## config.mk

```make
export PLATFORM = sky130hd
export DESIGN_NAME = pixel_timing_gen
export DESIGN_NICKNAME = d
export VERILOG_FILES = /design/src/rtl/pixel_timing_pkg.sv /design/src/rtl/pixel_timing_gen.sv
export SDC_FILE = /design/constraint.sdc
export NUM_CORES = 1
export LEC_CHECK = 0
export ABC_CLOCK_PERIOD_IN_PS = 2800
export BUFFER_PORTS_ARGS = -buffer_cell sky130_fd_sc_hd__buf_4
export CAP_MARGIN = 30
export CORE_MARGIN = 2
export CORE_UTILIZATION = 59
export CTS_BUF_LIST = sky130_fd_sc_hd__clkbuf_8
export DETAILED_ROUTE_END_ITERATION = 8
export PLACE_DENSITY = 0.82
export SLEW_MARGIN = 10
export SYNTH_ARGS = -nofsm -noshare
export SYNTH_HDL_FRONTEND = slang
export SYNTH_SLANG_ARGS = --single-unit
```

## constraint.sdc

```tcl
create_clock -name HCLK -period 2.8 [get_ports HCLK]
set_input_delay 0.42 -clock HCLK [delete_from_list [all_inputs] [get_ports HCLK]]
set_output_delay 0.42 -clock HCLK [all_outputs]
set_load 0.02 [all_outputs]
```

## src/rtl/pixel_timing_pkg.sv

```systemverilog
// Shared state encoding and parameter helpers for the pixel timing sequencer
// and the image_read/image_write blocks that follow its timing.
package pixel_timing_pkg;

   localparam logic [2:0] ST_IDLE   = 3'd0;
   localparam logic [2:0] ST_VBLANK = 3'd1;
   localparam logic [2:0] ST_ACTIVE = 3'd2;
   localparam logic [2:0] ST_HBLANK = 3'd3;
   localparam logic [2:0] ST_DONE   = 3'd4;

   function automatic bit params_legal(input int img_w, input int img_h,
                                       input int ppc, input int v_blank);
      return (ppc == 1 || ppc == 2) && (img_w > 0) && (img_h > 0) &&
             (img_w % ppc == 0) && (v_blank >= 1);
   endfunction

   function automatic int max3(input int a, input int b, input int c);
      int m;
      m = (a > b) ? a : b;
      return (m > c) ? m : c;
   endfunction

   // Width of a counter running 0..limit-1, never narrower than one bit.
   function automatic int cnt_width(input int limit);
      return (limit < 2) ? 1 : $clog2(limit);
   endfunction

endpackage

```

## src/rtl/pixel_timing_gen.sv

```systemverilog
// Frame/line timing sequencer: VSYNC/HSYNC/DE, X/Y coordinates and frame count
// from a single start pulse, with blanking, multi-pixel beats, multi-frame runs and stall.
module pixel_timing_gen
   import pixel_timing_pkg::*;
#(
   parameter int IMG_W   = 768,
   parameter int IMG_H   = 512,
   parameter int PPC     = 2,
   parameter int H_BLANK = 160,
   parameter int V_BLANK = 20,
   parameter int FRAMES  = 1,
   parameter int CNT_W   = 16
)(
   input  logic             HCLK,
   input  logic             HRESETn,
   input  logic             start,
   input  logic             stall,
   output logic             VSYNC,
   output logic             HSYNC,
   output logic             DE,
   output logic [CNT_W-1:0] X,
   output logic [CNT_W-1:0] Y,
   output logic [15:0]      FRAME_CNT,
   output logic             busy,
   output logic             ctrl_done
);

   localparam int BEATS = IMG_W / PPC;
   localparam int PH_W  = cnt_width(max3(V_BLANK, H_BLANK, BEATS));

   localparam logic [PH_W-1:0]  V_LAST = PH_W'(V_BLANK - 1);
   localparam logic [PH_W-1:0]  B_LAST = PH_W'(BEATS - 1);
   localparam logic [PH_W-1:0]  H_LAST = PH_W'((H_BLANK > 0) ? H_BLANK - 1 : 0);
   localparam logic [CNT_W-1:0] Y_LAST = CNT_W'(IMG_H - 1);
   localparam logic [CNT_W-1:0] X_STEP = CNT_W'(PPC);
   localparam logic [15:0]      F_LAST = 16'(FRAMES);

   if (!params_legal(IMG_W, IMG_H, PPC, V_BLANK)) begin : g_bad_params
      $fatal(1, "pixel_timing_gen: illegal IMG_W/IMG_H/PPC/V_BLANK combination");
   end

   logic [2:0]       state_reg, state_next;
   logic [PH_W-1:0]  phase_reg, phase_next;
   logic [CNT_W-1:0] x_reg, x_next;
   logic [CNT_W-1:0] y_reg, y_next;
   logic [15:0]      frame_reg, frame_next;
   logic             vsync_reg, active_reg, busy_reg, done_reg;

   always_comb begin
      state_next = state_reg;
      phase_next = phase_reg;
      x_next     = x_reg;
      y_next     = y_reg;
      frame_next = frame_reg;
      case (state_reg)
         ST_IDLE, ST_DONE: begin
            if (start) begin
               state_next = ST_VBLANK;
               phase_next = '0;
               x_next     = '0;
               y_next     = '0;
               frame_next = '0;
            end
         end
         ST_VBLANK: begin
            if (!stall) begin
               if (phase_reg == V_LAST) begin
                  state_next = ST_ACTIVE;
                  phase_next = '0;
               end else begin
                  phase_next = phase_reg + PH_W'(1);
               end
            end
         end
         ST_ACTIVE: begin
            if (!stall) begin
               if (phase_reg == B_LAST) begin
                  phase_next = '0;
                  x_next     = '0;
                  if (y_reg == Y_LAST) begin
                     // Final line goes straight to VBLANK/DONE, never through HBLANK.
                     y_next     = '0;
                     frame_next = frame_reg + 16'd1;
                     if (FRAMES != 0 && frame_next == F_LAST)
                        state_next = ST_DONE;
                     else
                        state_next = ST_VBLANK;
                  end else if (H_BLANK == 0) begin
                     y_next = y_reg + CNT_W'(1);
                  end else begin
                     state_next = ST_HBLANK;
                  end
               end else begin
                  phase_next = phase_reg + PH_W'(1);
                  x_next     = x_reg + X_STEP;
               end
            end
         end
         ST_HBLANK: begin
            if (!stall) begin
               if (phase_reg == H_LAST) begin
                  state_next = ST_ACTIVE;
                  phase_next = '0;
                  y_next     = y_reg + CNT_W'(1);
               end else begin
                  phase_next = phase_reg + PH_W'(1);
               end
            end
         end
         default: state_next = ST_IDLE;
      endcase
   end

   always_ff @(posedge HCLK or negedge HRESETn) begin
      if (!HRESETn) begin
         state_reg  <= ST_IDLE;
         phase_reg  <= '0;
         x_reg      <= '0;
         y_reg      <= '0;
         frame_reg  <= '0;
         vsync_reg  <= 1'b0;
         active_reg <= 1'b0;
         busy_reg   <= 1'b0;
         done_reg   <= 1'b0;
      end else begin
         state_reg  <= state_next;
         phase_reg  <= phase_next;
         x_reg      <= x_next;
         y_reg      <= y_next;
         frame_reg  <= frame_next;
         vsync_reg  <= (state_next == ST_VBLANK);
         active_reg <= (state_next == ST_ACTIVE);
         busy_reg   <= (state_next == ST_VBLANK) || (state_next == ST_ACTIVE) ||
                       (state_next == ST_HBLANK);
         done_reg   <= (state_next == ST_DONE);
      end
   end

   // A stalled cycle emits no beat, so the strobe is masked in the same cycle.
   assign HSYNC     = active_reg & ~stall;
   assign DE        = HSYNC;
   assign VSYNC     = vsync_reg;
   assign X         = x_reg;
   assign Y         = y_reg;
   assign FRAME_CNT = frame_reg;
   assign busy      = busy_reg;
   assign ctrl_done = done_reg;

endmodule

```

==> results by group <==
Final layout
  – Filler Cells Inserted: 475
  – Register cell area after layout: 1580 µm²
  – Area used by multi-input combinational logic: 1950 µm²
  – Final std cell area, no fill: 4330 µm²
  – Area added between synthesis and finish: 17.8%
  – N_diodes: 0
  – Share of final-layout standard cells stronger than drive strength 1: 0.182
  – Final-stage net count: 483

Routing
  – Drt first-iter violations: 220
  – Antenna-violating nets left: 0
  – Met2 layer wire length in the routed design: 4220 µm
  – Number of design rule violations left after detail routing: 0
  – Routed length on met1: 4150 µm
  – Mean number of vias per cell: 6.19
  – Drt total wl: 8990 µm
  – TritonRoute pass-1 iters: 4
  – Mean routed wirelength per cell: 16.3 µm
  – Total vias in the final route: 3419
  – Wire length on met3: 470 µm
  – Top routing layer in use: met4

Worst setup path
  – R2r startpoint: FRAME_CNT[0]
  – CP Max Fanout: 9
  – Crit start category: flip-flop
  – Crit path DAT: 2.86 ns
  – Critical path startpoint: FRAME_CNT[0]
  – Class of the most critical setup path: flip-flop to flip-flop
  – Kind of capture point of the worst setup path: flip-flop
  – Worst EP required: 3.02 ns

Global routing
  – Number of global-route vias before repair: 3184
  – Remaining global-route overflow: 0
  – Pin count of the biggest net entering global routing: 64
  – Global-route wire length before repair: 15500 µm
  – Initial antenna violation count: 0
  – Overall global routing resource usage: 0.271

Placement
  – DP Area: 4130 µm²
  – Routability cong.: 0.891
  – Number of port buffers: 55
  – Final HPWL from detailed placement: 6130 µm

Synth
  – Area of the mapped netlist: 3670 µm²
  – Ys async rst share: 1.00
  – Largest family of logic cells by synthesized area: simple AND/OR/NAND/NOR gates
  – Ys flop type: dfrtp_1
  – Sequential share of the synthesized area: 0.429
  – Area share of and/or/nand/nor cells after synthesis: 0.268
  – Xor/xnor cell area share of the yosys netlist: 0.0644
  – Syn_nets: 432
  – Post-Syn Area per Cell: 8.68 µm²
  – Share of cell area taken by muxes after synthesis: 0.0112
  – Post-synthesis cell count: 423
  – Number of synthesis warnings: 0
  – Compound-gate portion of the synthesized area: 0.169
  – Unique cell type count in the Yosys netlist: 52
  – Arithmetic-cell share of the synthesized area counting full adders, half adders and majority gates: 0.0170
  – Post-synth EDFFs: 0
  – Flip-flop and latch count after synthesis: 63

Clock network
  – TritonCTS clock tree: built
  – Number of hold buffers added after cts: 0
  – CTS-repair resized insts: 0
  – Clock-pin transition on the worst setup and hold timing paths: 0.07 ns
  – Clock latency on the worst-skew pair: 0.34 ns
  – Number of clock buffers inserted by TritonCTS: 9
  – Cell at the root of the clock tree: clkbuf_8
  – Number of buffers inserted to repair setup after CTS: 0
  – Largest buffer count on any clock path: 2
  – CTS H-Tree Depth: 3
  – Clock sink count: 63

Power and ir drop
  – Sum of internal, switching and leakage power: 2170 µW
  – Proportion of power drawn by flip-flops and latches: 0.490
  – Internal power of the cells: 1550 µW
  – Part of the power in combinational logic: 0.144
  – PwrDens: 502 nW/µm²
  – VDD IR max: 0.000373 V
  – Net switching component of the power: 621 µW
  – Sw Ratio: 0.286
  – Leak pwr: 0.00194 µW
  – Clock network power share: 0.366

Job
  – Number of maximum-capacitance violations: 0

Timing
  – Least-Margin Pin Slew: 0.803 ns
  – Setup clock skew after layout: 0.00634 ns
  – Final Hold Viols: 0
  – Max-slew violation count: 0
  – Finish-stage setup viols: 0
  – Maximum frequency from static timing analysis: 379 MHz
  – Worst hold slack: 0.172 ns
  – Share of the cycle needed by the critical path after routing: 0.941
  – Fin crit period: 2.64 ns
  – Headroom to the max-slew limit: 0.465
  – Unrepaired setup endpoints after global routing: no
  – Aggregate negative setup slack: 0 ns

Floorplanning
  – Die Span X: 82.9 µm
  – CORE AREA: 5960 µm²
  – Die Ht: 82.9 µm
  – Die ar.: 6870 µm²
  – Effective utilization at floorplan: 0.617
  – Core Rows: 28
  – Top-Level Pins: 57

Hold path
  – Type of the tightest min-delay check: input pin to asynchronous set/reset pin

Outcome
  – Result of the run: complete, no violations
==> power groups by stage <==
stage	registers, µW	logic [µW]	clock network [µW]
after CTS	1060	315	809
after global placement	1070	303	0
after floorplan	1080	187	0
final	1070	312	796
after global routing	1080	351	857
after detailed placement	1080	313	0
==> worst max-delay path, stage by stage (launching register included) <==
cell       delay (ns)
dfrtp_1          0.47
ha_1             0.33
or4_1            0.57
a2111oi_2        0.38
nand4_1          0.21
o21ai_1          0.26
inv_1            0.08
or2_1            0.23
==> cell families (layout without fill, tap and decap cells) <==
kind of cell	after synthesis	after routing
buffers and inverters	32	86
DFF	63	63
adders and majority gates	5	5
other	1	1
AOI/OAI and AO/OA	101	101
muxes	4	4
xor gates and xnor gates	27	27
and+or+nand+nor	190	190
==> metal layers <==
metal / up-vias / GRT usage
met1: 1662 / 0.376
met5: - / 0
met4: 0 / 0.0984
met3: 14 / 0.0487
met2: 105 / 0.429
li1: 1638 / -
==> worst paths after layout <==
kind,slack (ns),end,cells after the start
worst max register to register,0.16,busy,7
min in group HCLK,0.47,state_reg[2],3
worst min register to register,0.54,X[5],1
worst max-delay path,0.16,busy,7
worst min-delay path,0.17,FRAME_CNT[8],1
max in group asynchronous,2.11,Y[5],1
==> layout make-up <==
| cell class | instances | share of cell area |
|---|---|---|
| multi-input combinational | 328 | 0.451 |
| sequential | 63 | 0.364 |
| timing repair buffer | 64 | 0.111 |
| clock buffer | 11 | 0.0350 |
| tap | 75 | 0.0217 |
| clock inverter | 3 | 0.0101 |
| inverter | 8 | 0.00694 |
==> cell usage in the layout, fill, tap and decap left out, types with 2 or more instances in the layout <==
master     n
xnor2_1    7
nand3_1   31
nand3b_1   3
inv_1      8
a22o_1     2
dfrtp_1   63
a21oi_1   20
nand4_1   17
o21ai_0   39
and2_1     4
a211o_1    2
buf_4     64
nand2b_1   3
or3b_1     2
nor4_1     6
o31ai_1   15
xor2_1    20
or2_2      3
nor3_1    12
nor2_1    36
a31oi_1    7
or3_1      5
and3_1     7
clkbuf_8  11
nand2_1   44
and4_1     4
nor4b_1    3
o21ai_1    2
ha_1       5
a21o_1     4
mux2i_1    3
nor2b_1    4
==> Yosys cell counts, drive strengths merged, types with 2 or more instances <==
| cell type | n | area [µm²] |
|---|---|---|
| and4 | 4 | 35.0 |
| ha | 5 | 62.6 |
| mux2i | 3 | 30.0 |
| nor4 | 6 | 37.5 |
| nand4 | 17 | 106 |
| nor4b | 3 | 26.3 |
| nor2b | 4 | 25.0 |
| a22o | 2 | 17.5 |
| or3 | 5 | 31.3 |
| nand3 | 32 | 165 |
| buf | 12 | 71.3 |
| a21oi | 20 | 100 |
| a31oi | 7 | 43.8 |
| xor2 | 20 | 175 |
| a211o | 2 | 17.5 |
| nand2 | 44 | 165 |
| clkbuf | 12 | 45.0 |
| and2 | 4 | 25.0 |
| o21ai | 42 | 214 |
| o31ai | 15 | 113 |
| nand2b | 3 | 18.8 |
| inv | 8 | 30.0 |
| or3b | 2 | 17.5 |
| nand3b | 3 | 22.5 |
| a21o | 4 | 30.0 |
| nor3 | 13 | 76.3 |
| xnor2 | 7 | 61.3 |
| or2 | 4 | 25.0 |
| dfrtp | 63 | 1580 |
| nor2 | 36 | 135 |
| and3 | 7 | 43.8 |
==> per-stage QoR <==
step / worst slack (ns) / utilization / cells
3_5_place_dp: 0.213 / 0.693 / 538
4_1_cts: 0.188 / 0.726 / 552
6_report: 0.165 / 0.726 / 552
5_1_grt: 0.0498 / 0.726 / 552
3_3_place_gp: 0.315 / 0.693 / 538
2_1_floorplan: 0.356 / - / 423
Note: power is estimated with default switching activity, not from simulation.
